`src/rtl/keypad_scanner.sv`:
```
// 4x4 matrix keypad scanner: column drive, row synchroniser, per-sweep debounce FSM and
// single-entry event register with ack/overrun. Define KEYPAD_TYPEMATIC_EN for auto-repeat.
module keypad_scanner #(
    parameter int unsigned SCAN_DIV       = 50000,
    parameter int unsigned DEBOUNCE_SCANS = 4,
    parameter int unsigned REPEAT_DLY     = 125,
    parameter int unsigned REPEAT_RATE    = 25
) (
    input  logic       i_clk,
    input  logic       i_rst,
    input  logic [3:0] i_row,
    output logic [3:0] o_col,
    output logic [3:0] o_key_code,
    output logic       o_key_valid,
    input  logic       i_key_ack,
    output logic       o_key_held,
    output logic       o_overrun
);

    localparam int unsigned CntW = (SCAN_DIV > 1) ? $clog2(SCAN_DIV) : 1;
    localparam int unsigned DbW  = (DEBOUNCE_SCANS > 0) ? $clog2(DEBOUNCE_SCANS + 1) : 1;
    localparam logic [CntW-1:0] CntLast  = CntW'(SCAN_DIV - 1);
    localparam logic [DbW-1:0]  DbTarget = DbW'(DEBOUNCE_SCANS);
    localparam logic [DbW-1:0]  DbOne    = DbW'(1);

`ifdef KEYPAD_TYPEMATIC_EN
    localparam int unsigned RepMax = (REPEAT_DLY > REPEAT_RATE) ? REPEAT_DLY : REPEAT_RATE;
    localparam int unsigned RepW   = (RepMax > 0) ? $clog2(RepMax + 1) : 1;
    localparam logic [RepW-1:0] RepDly  = RepW'(REPEAT_DLY);
    localparam logic [RepW-1:0] RepRate = RepW'(REPEAT_RATE);
`else
    localparam int unsigned unused_repeat_cfg = REPEAT_DLY + REPEAT_RATE;
`endif

    typedef enum logic [1:0] {StIdle, StPressDb, StPressed, StReleaseDb} state_e;

    logic [3:0]      row_meta_q, row_sync_q;
    logic [CntW-1:0] cnt_q, cnt_d;
    logic [1:0]      col_idx_q, col_idx_d;
    logic [1:0]      acc_n_q, acc_n_d;
    logic [3:0]      acc_code_q, acc_code_d;
    state_e          state_q, state_d;
    logic [3:0]      cand_code_q, cand_code_d;
    logic [DbW-1:0]  db_cnt_q, db_cnt_d;
    logic            valid_q, valid_d;
    logic [3:0]      code_q, code_d;
    logic            overrun_q, overrun_d;
`ifdef KEYPAD_TYPEMATIC_EN
    logic [RepW-1:0] rep_cnt_q, rep_cnt_d, rep_inc;
    logic            rep_first_q, rep_first_d;
`endif

    logic       tick, sweep_done, sweep_single, match, evt, ovr_new;
    logic [3:0] hit, sweep_code;
    logic [2:0] col_n;
    logic [1:0] col_row, sum_n;
    logic [3:0] sum_code;
    logic [DbW-1:0] db_inc;

    function automatic logic [3:0] key_map(input logic [1:0] r, input logic [1:0] c);
        case ({r, c})
            4'h0: return 4'h1;
            4'h1: return 4'h2;
            4'h2: return 4'h3;
            4'h3: return 4'hA;
            4'h4: return 4'h4;
            4'h5: return 4'h5;
            4'h6: return 4'h6;
            4'h7: return 4'hB;
            4'h8: return 4'h7;
            4'h9: return 4'h8;
            4'hA: return 4'h9;
            4'hB: return 4'hC;
            4'hC: return 4'hE;
            4'hD: return 4'h0;
            4'hE: return 4'hF;
            default: return 4'hD;
        endcase
    endfunction

    // Scan timing and per-sweep accumulation; two or more hits in a sweep saturate at 2.
    always_comb begin
        hit     = ~row_sync_q;
        col_n   = {2'b00, hit[0]} + {2'b00, hit[1]} + {2'b00, hit[2]} + {2'b00, hit[3]};
        col_row = 2'd0;
        for (int i = 3; i >= 0; i--) begin
            if (hit[i]) col_row = 2'(i);
        end
        sum_n    = acc_n_q;
        sum_code = acc_code_q;
        if (col_n == 3'd1) begin
            if (acc_n_q == 2'd0) begin
                sum_n    = 2'd1;
                sum_code = key_map(col_row, col_idx_q);
            end else begin
                sum_n = 2'd2;
            end
        end else if (col_n > 3'd1) begin
            sum_n = 2'd2;
        end

        tick         = (cnt_q == CntLast);
        sweep_done   = tick && (col_idx_q == 2'd3);
        sweep_single = (sum_n == 2'd1);
        sweep_code   = sum_code;

        cnt_d      = tick ? '0 : cnt_q + 1'b1;
        col_idx_d  = tick ? col_idx_q + 2'd1 : col_idx_q;
        acc_n_d    = acc_n_q;
        acc_code_d = acc_code_q;
        if (tick) begin
            acc_n_d    = sweep_done ? 2'd0 : sum_n;
            acc_code_d = sweep_done ? 4'h0 : sum_code;
        end
    end

    always_ff @(posedge i_clk or posedge i_rst) begin
        if (i_rst) begin
            row_meta_q  <= 4'b1111;
            row_sync_q  <= 4'b1111;
            cnt_q       <= '0;
            col_idx_q   <= 2'd0;
            acc_n_q     <= 2'd0;
            acc_code_q  <= 4'h0;
            state_q     <= StIdle;
            cand_code_q <= 4'h0;
            db_cnt_q    <= '0;
            valid_q     <= 1'b0;
            code_q      <= 4'h0;
            overrun_q   <= 1'b0;
`ifdef KEYPAD_TYPEMATIC_EN
            rep_cnt_q   <= '0;
            rep_first_q <= 1'b1;
`endif
        end else begin
            row_meta_q  <= i_row;
            row_sync_q  <= row_meta_q;
            cnt_q       <= cnt_d;
            col_idx_q   <= col_idx_d;
            acc_n_q     <= acc_n_d;
            acc_code_q  <= acc_code_d;
            state_q     <= state_d;
            cand_code_q <= cand_code_d;
            db_cnt_q    <= db_cnt_d;
            valid_q     <= valid_d;
            code_q      <= code_d;
            overrun_q   <= overrun_d;
`ifdef KEYPAD_TYPEMATIC_EN
            rep_cnt_q   <= rep_cnt_d;
            rep_first_q <= rep_first_d;
`endif
        end
    end

    // Debounce FSM, evaluated only on the cycle a sweep completes.
    always_comb begin
        state_d     = state_q;
        cand_code_d = cand_code_q;
        db_cnt_d    = db_cnt_q;
        evt         = 1'b0;
        match       = sweep_single && (sweep_code == cand_code_q);
        db_inc      = db_cnt_q + 1'b1;
`ifdef KEYPAD_TYPEMATIC_EN
        rep_inc     = rep_cnt_q + 1'b1;
        rep_cnt_d   = (state_q == StPressed) ? rep_cnt_q : '0;
        rep_first_d = (state_q == StPressed) ? rep_first_q : 1'b1;
`endif
        if (sweep_done) begin
            unique case (state_q)
                StIdle: begin
                    if (sweep_single) begin
                        cand_code_d = sweep_code;
                        if (DbOne >= DbTarget) begin
                            state_d  = StPressed;
                            db_cnt_d = '0;
                            evt      = 1'b1;
                        end else begin
                            state_d  = StPressDb;
                            db_cnt_d = DbOne;
                        end
                    end
                end
                StPressDb: begin
                    if (!match) begin
                        state_d  = StIdle;
                        db_cnt_d = '0;
                    end else if (db_inc >= DbTarget) begin
                        state_d  = StPressed;
                        db_cnt_d = '0;
                        evt      = 1'b1;
                    end else begin
                        db_cnt_d = db_inc;
                    end
                end
                StPressed: begin
                    if (!match) begin
                        state_d  = (DbOne >= DbTarget) ? StIdle : StReleaseDb;
                        db_cnt_d = (DbOne >= DbTarget) ? '0 : DbOne;
                    end else begin
`ifdef KEYPAD_TYPEMATIC_EN
                        if (rep_inc == (rep_first_q ? RepDly : RepRate)) begin
                            evt         = 1'b1;
                            rep_cnt_d   = '0;
                            rep_first_d = 1'b0;
                        end else begin
                            rep_cnt_d = rep_inc;
                        end
`endif
                    end
                end
                StReleaseDb: begin
                    if (match) begin
                        state_d  = StPressed;
                        db_cnt_d = '0;
                    end else if (db_inc >= DbTarget) begin
                        state_d  = StIdle;
                        db_cnt_d = '0;
                    end else begin
                        db_cnt_d = db_inc;
                    end
                end
                default: state_d = StIdle;
            endcase
        end
    end

    // Event register: an event that collides with an unacked one is dropped and flagged.
    always_comb begin
        valid_d = valid_q;
        code_d  = code_q;
        ovr_new = 1'b0;
        if (evt) begin
            if (valid_q && !i_key_ack) begin
                ovr_new = 1'b1;
            end else begin
                valid_d = 1'b1;
                code_d  = cand_code_d;
            end
        end else if (valid_q && i_key_ack) begin
            valid_d = 1'b0;
        end
        overrun_d = ovr_new | (overrun_q & ~i_key_ack);
    end

    always_comb begin
        o_col       = ~(4'b0001 << col_idx_q);
        o_key_held  = (state_q == StPressed) || (state_q == StReleaseDb);
        o_key_valid = valid_q;
        o_key_code  = code_q;
        o_overrun   = overrun_q;
    end

endmodule

```
`config.mk`:
```
export PLATFORM = sky130hd
export DESIGN_NAME = keypad_scanner
export DESIGN_NICKNAME = d
export VERILOG_FILES = /design/src/rtl/keypad_scanner.sv
export SDC_FILE = /design/constraint.sdc
export NUM_CORES = 1
export LEC_CHECK = 0
export CELL_PAD_IN_SITES_DETAIL_PLACEMENT = 2
export CELL_PAD_IN_SITES_GLOBAL_PLACEMENT = 2
export CORE_MARGIN = 2
export CORE_UTILIZATION = 41
export CTS_CLUSTER_DIAMETER = 40
export DETAILED_ROUTE_END_ITERATION = 16
export DONT_BUFFER_PORTS = 1
export GPL_TIMING_DRIVEN = 0
export HOLD_SLACK_MARGIN = 0.02
export PLACE_DENSITY_LB_ADDON = 0.1
export REMOVE_ABC_BUFFERS = 1
export SLEW_MARGIN = 20
export SYNTH_ARGS = -nofsm -noshare
export SYNTH_HDL_FRONTEND = slang
export SYNTH_SLANG_ARGS = --single-unit
```
`constraint.sdc`:
```
create_clock -name i_clk -period 5.5 [get_ports i_clk]
set_input_delay 0.275 -clock i_clk [delete_from_list [all_inputs] [get_ports i_clk]]
set_output_delay 0.275 -clock i_clk [all_outputs]
set_load 0.005 [all_outputs]
```
==> out/metrics.cfg <==
[outcome]
status = finished clean

[drt]
vias_per_cell = 5.57
drtIter0Drc = 79
wl_um = 5910
vias = 1822
drtPass1Iterations = 4
drc = 0
wl_per_cell_um = 18.1
ant_nets = 0

[timing]
slew_violations = 0
max_clock_freq_mhz = 221
fin_ws_ns = 0.974
skew_ns = 0.0132
finalHoldViolations = 0
holdWs_ns = 0.0746
worst_pin_slew_ns = 0.837
setup_viol = 0
finalSetupTns_ns = 0
rsz0062_at_grt = no
slew-limit-headroom = 0.442
layout_min_cycle_time_ns = 4.53
finalCritPeriodShare = 0.823

[logic_synthesis]
yosysTopAreaCellShare = 0.390
yosysTopAreaCell = dfrtp_1
synth-seq-area-share = 0.474
ys.flop_type = dfrtp_1
avgSynthCellArea_um2 = 10.2
synthCells = 246
synth-xor-area-share = 0.0560
synth_edf_count = 0
synth.area.top_cells = dfrtp_1 (39%), dfstp_2 (8.4%), ha_1 (5.5%)
synthArstFlopShare = 1.00
synth_cell_types = 50
syn-cell-area_um2 = 2500
ys.warnings.count = 0
synthMuxAreaShare = 0.0345
ys_ff_latch = 47
synth_compound_area_frac = 0.112
synthAdderAreaFrac = 0.0630
yosys.area_share.simple = 0.214
synth_top_family_by_area = simple AND/OR/NAND/NOR gates

[grt]
grt_max_degree = 33
grt-ovfl-total = 0
grt_pass1_vias = 1984
antenna_found_initial = 0
grt_first_pass_wirelength_um = 9840
track_usage = 0.194

[layout]
final_cell_mix = dfrtp_1 (39), nand2_1 (23), inv_1 (20)
area_delta_synth_final_pct = 10.3
layout.nets = 270
final_common_cell = dfrtp_1
diodes = 0
layout-drive-gt1-share = 0.115

[floorplan]
pin_count = 18
die_h_um = 82.1
fp-row-count = 28
start_util = 0.423
die_w_um = 82.1
fp.coreArea_um2 = 5920
die-area_um2 = 6750

[clock_tree]
cts_made_buffers = 5
clk_latency_ns = 0.30
cts.clk_slew.worst_paths_ns = 0.10
tritoncts = done
cts-root-buf = clkbuf_8
cts_resized = 0
clock_path_buffers = 2
cts_max_level = 2
cts_sinks = 47

[critical_path]
worstPathRequired_ns = 5.69
end_kind = register
cp_max_fo = 10
crit_buf_inv = 2
worstSetupStartpointType = register
cp_data_arrival_time_ns = 4.72
path_cells = fa_1 -> inv_1 -> ha_1 -> inv_1 -> ha_1 -> or3b_4 -> nor3_4 -> o211ai_2 -> a32o_1 -> or3_1 -> nor4b_4 -> mux2_2
crit_family = simple AND/OR/NAND/NOR gates
max_stage_delay_ns = 0.66
worstSetupPathType = reg -> reg
slowest_stage = dfstp_2

[pwr]
power_leakage_nw = 1.26
p_per_area_nw_per_um2 = 259
ir_worst_vdd_mv = 0.127

[place]
pre_cts_slack_ns = 0.953
post-dp-hpwl_um = 4280
gp_congestion = 0.738
port_buffers = 0

[min_path]
hp-class = in -> reg

[flow_run]
cap_violations = 0

## metal layers
metal / vias up / routed length, µm / track usage
li1: 865 / - / -
met1: 943 / 2820 / 0.259
met2: 8 / 2950 / 0.330
met3: 6 / 80 / 0.0293
met4: 0 / 60 / 0.0500
met5: - / 0 / 0
## layout make-up
| class | instances | area, µm² |
|---|---|---|
| Fill cell | 634 | 3160 |
| Multi-Input combinational cell | 170 | 1200 |
| Sequential cell | 47 | 1190 |
| Tap cell | 75 | 93.8 |
| Inverter | 21 | 78.8 |
| Clock buffer | 6 | 72.6 |
| Timing Repair Buffer | 6 | 70.1 |
| Clock inverter | 2 | 60.1 |
## through the flow
step | power [W] | cell area [µm²] | util | instances
5_1_grt | 0.000743 | 2760 | 0.466 | 327
3_5_place_dp | 0.000418 | 2580 | 0.436 | 314
2_1_floorplan | 0.000400 | 2460 | - | 238
3_3_place_gp | 0.000414 | 2560 | 0.432 | 313
6_report | 0.000715 | 2760 | 0.466 | 327
4_1_cts | 0.000721 | 2760 | 0.466 | 327
## sequential cells by signal, indices dropped and copies added (netlist names), 2 cells and up, named ones only
signal	count
cnt_q	16
o_key_code	4
acc_n_q	2
col_idx_q	2
cand_code_q	4
acc_code_q	4
db_cnt_q	3
row_meta_q	4
row_sync_q	4
## final timing paths
| path | from | endpoint | slack, ns | cells after the start |
|---|---|---|---|---|
| max in group asynchronous | i_rst | row_meta_q[1]$_DFF_PP1_ | 4.55 | 3 |
| worst min-delay path | i_key_ack | o_overrun$_DFF_PP0_ | 0.07 | 1 |
| worst max register to register | row_sync_q[1]$_DFF_PP1_ | o_key_code[3]$_DFFE_PP0P_ | 0.97 | 12 |
| worst min register to register | row_meta_q[1]$_DFF_PP1_ | row_sync_q[1]$_DFF_PP1_ | 0.36 | 0 |
| min in group asynchronous | i_rst | cnt_q[13]$_DFF_PP0_ | 0.40 | 2 |
| worst max-delay path | row_sync_q[1]$_DFF_PP1_ | o_key_code[3]$_DFFE_PP0P_ | 0.97 | 12 |
## Yosys cell counts, drive strengths merged, types with 3 or more instances
cell type and number:
and3 7, clkbuf 6, o31ai 4, xor2 7, mux2i 3, xnor2 9
and4b 3, or3b 3, a32o 3, ha 11, nand2 23, nand3 13
dfrtp 39, inv 21, a21oi 9, nor3b 5, nor2 17, nand2b 4
nand4 3, mux2 5, o21ai 10, dfstp 8, o22ai 3
## power breakdown
| group | internal (W) | switching, W | total, W |
|---|---|---|---|
| Combinational | 0.0000216 | 0.0000368 | 0.0000584 |
| Sequential | 0.000351 | 0.00000457 | 0.000355 |
| Clock | 0.000182 | 0.000119 | 0.000301 |
| Total | 0.000554 | 0.000160 | 0.000715 |
## logic make-up after synthesis
logic type | count (synthesis)
AND/OR/NAND/NOR | 93
flip-flops | 47
AO/OA/AOI/OAI | 41
buffers and inverters | 29
XOR/XNOR | 16
adder cells (fa/ha/maj) | 12
multiplexers | 8
## worst register-to-register path: stages, from the launching register on
cell and delay, ns:
dfstp_2 0.66, fa_1 0.45, inv_1 0.07, ha_1 0.15, inv_1 0.05, ha_1 0.29, or3b_4 0.43, nor3_4 0.38
o211ai_2 0.23, a32o_1 0.30, or3_1 0.55, nor4b_4 0.47, mux2_2 0.39
## what timing repair did
action	CTS	global route
hold buffers	5	0
buffers inserted	0	0
endpoints found under the hold margin	16	0
No activity file was read; power rests on OpenSTA's default activity.
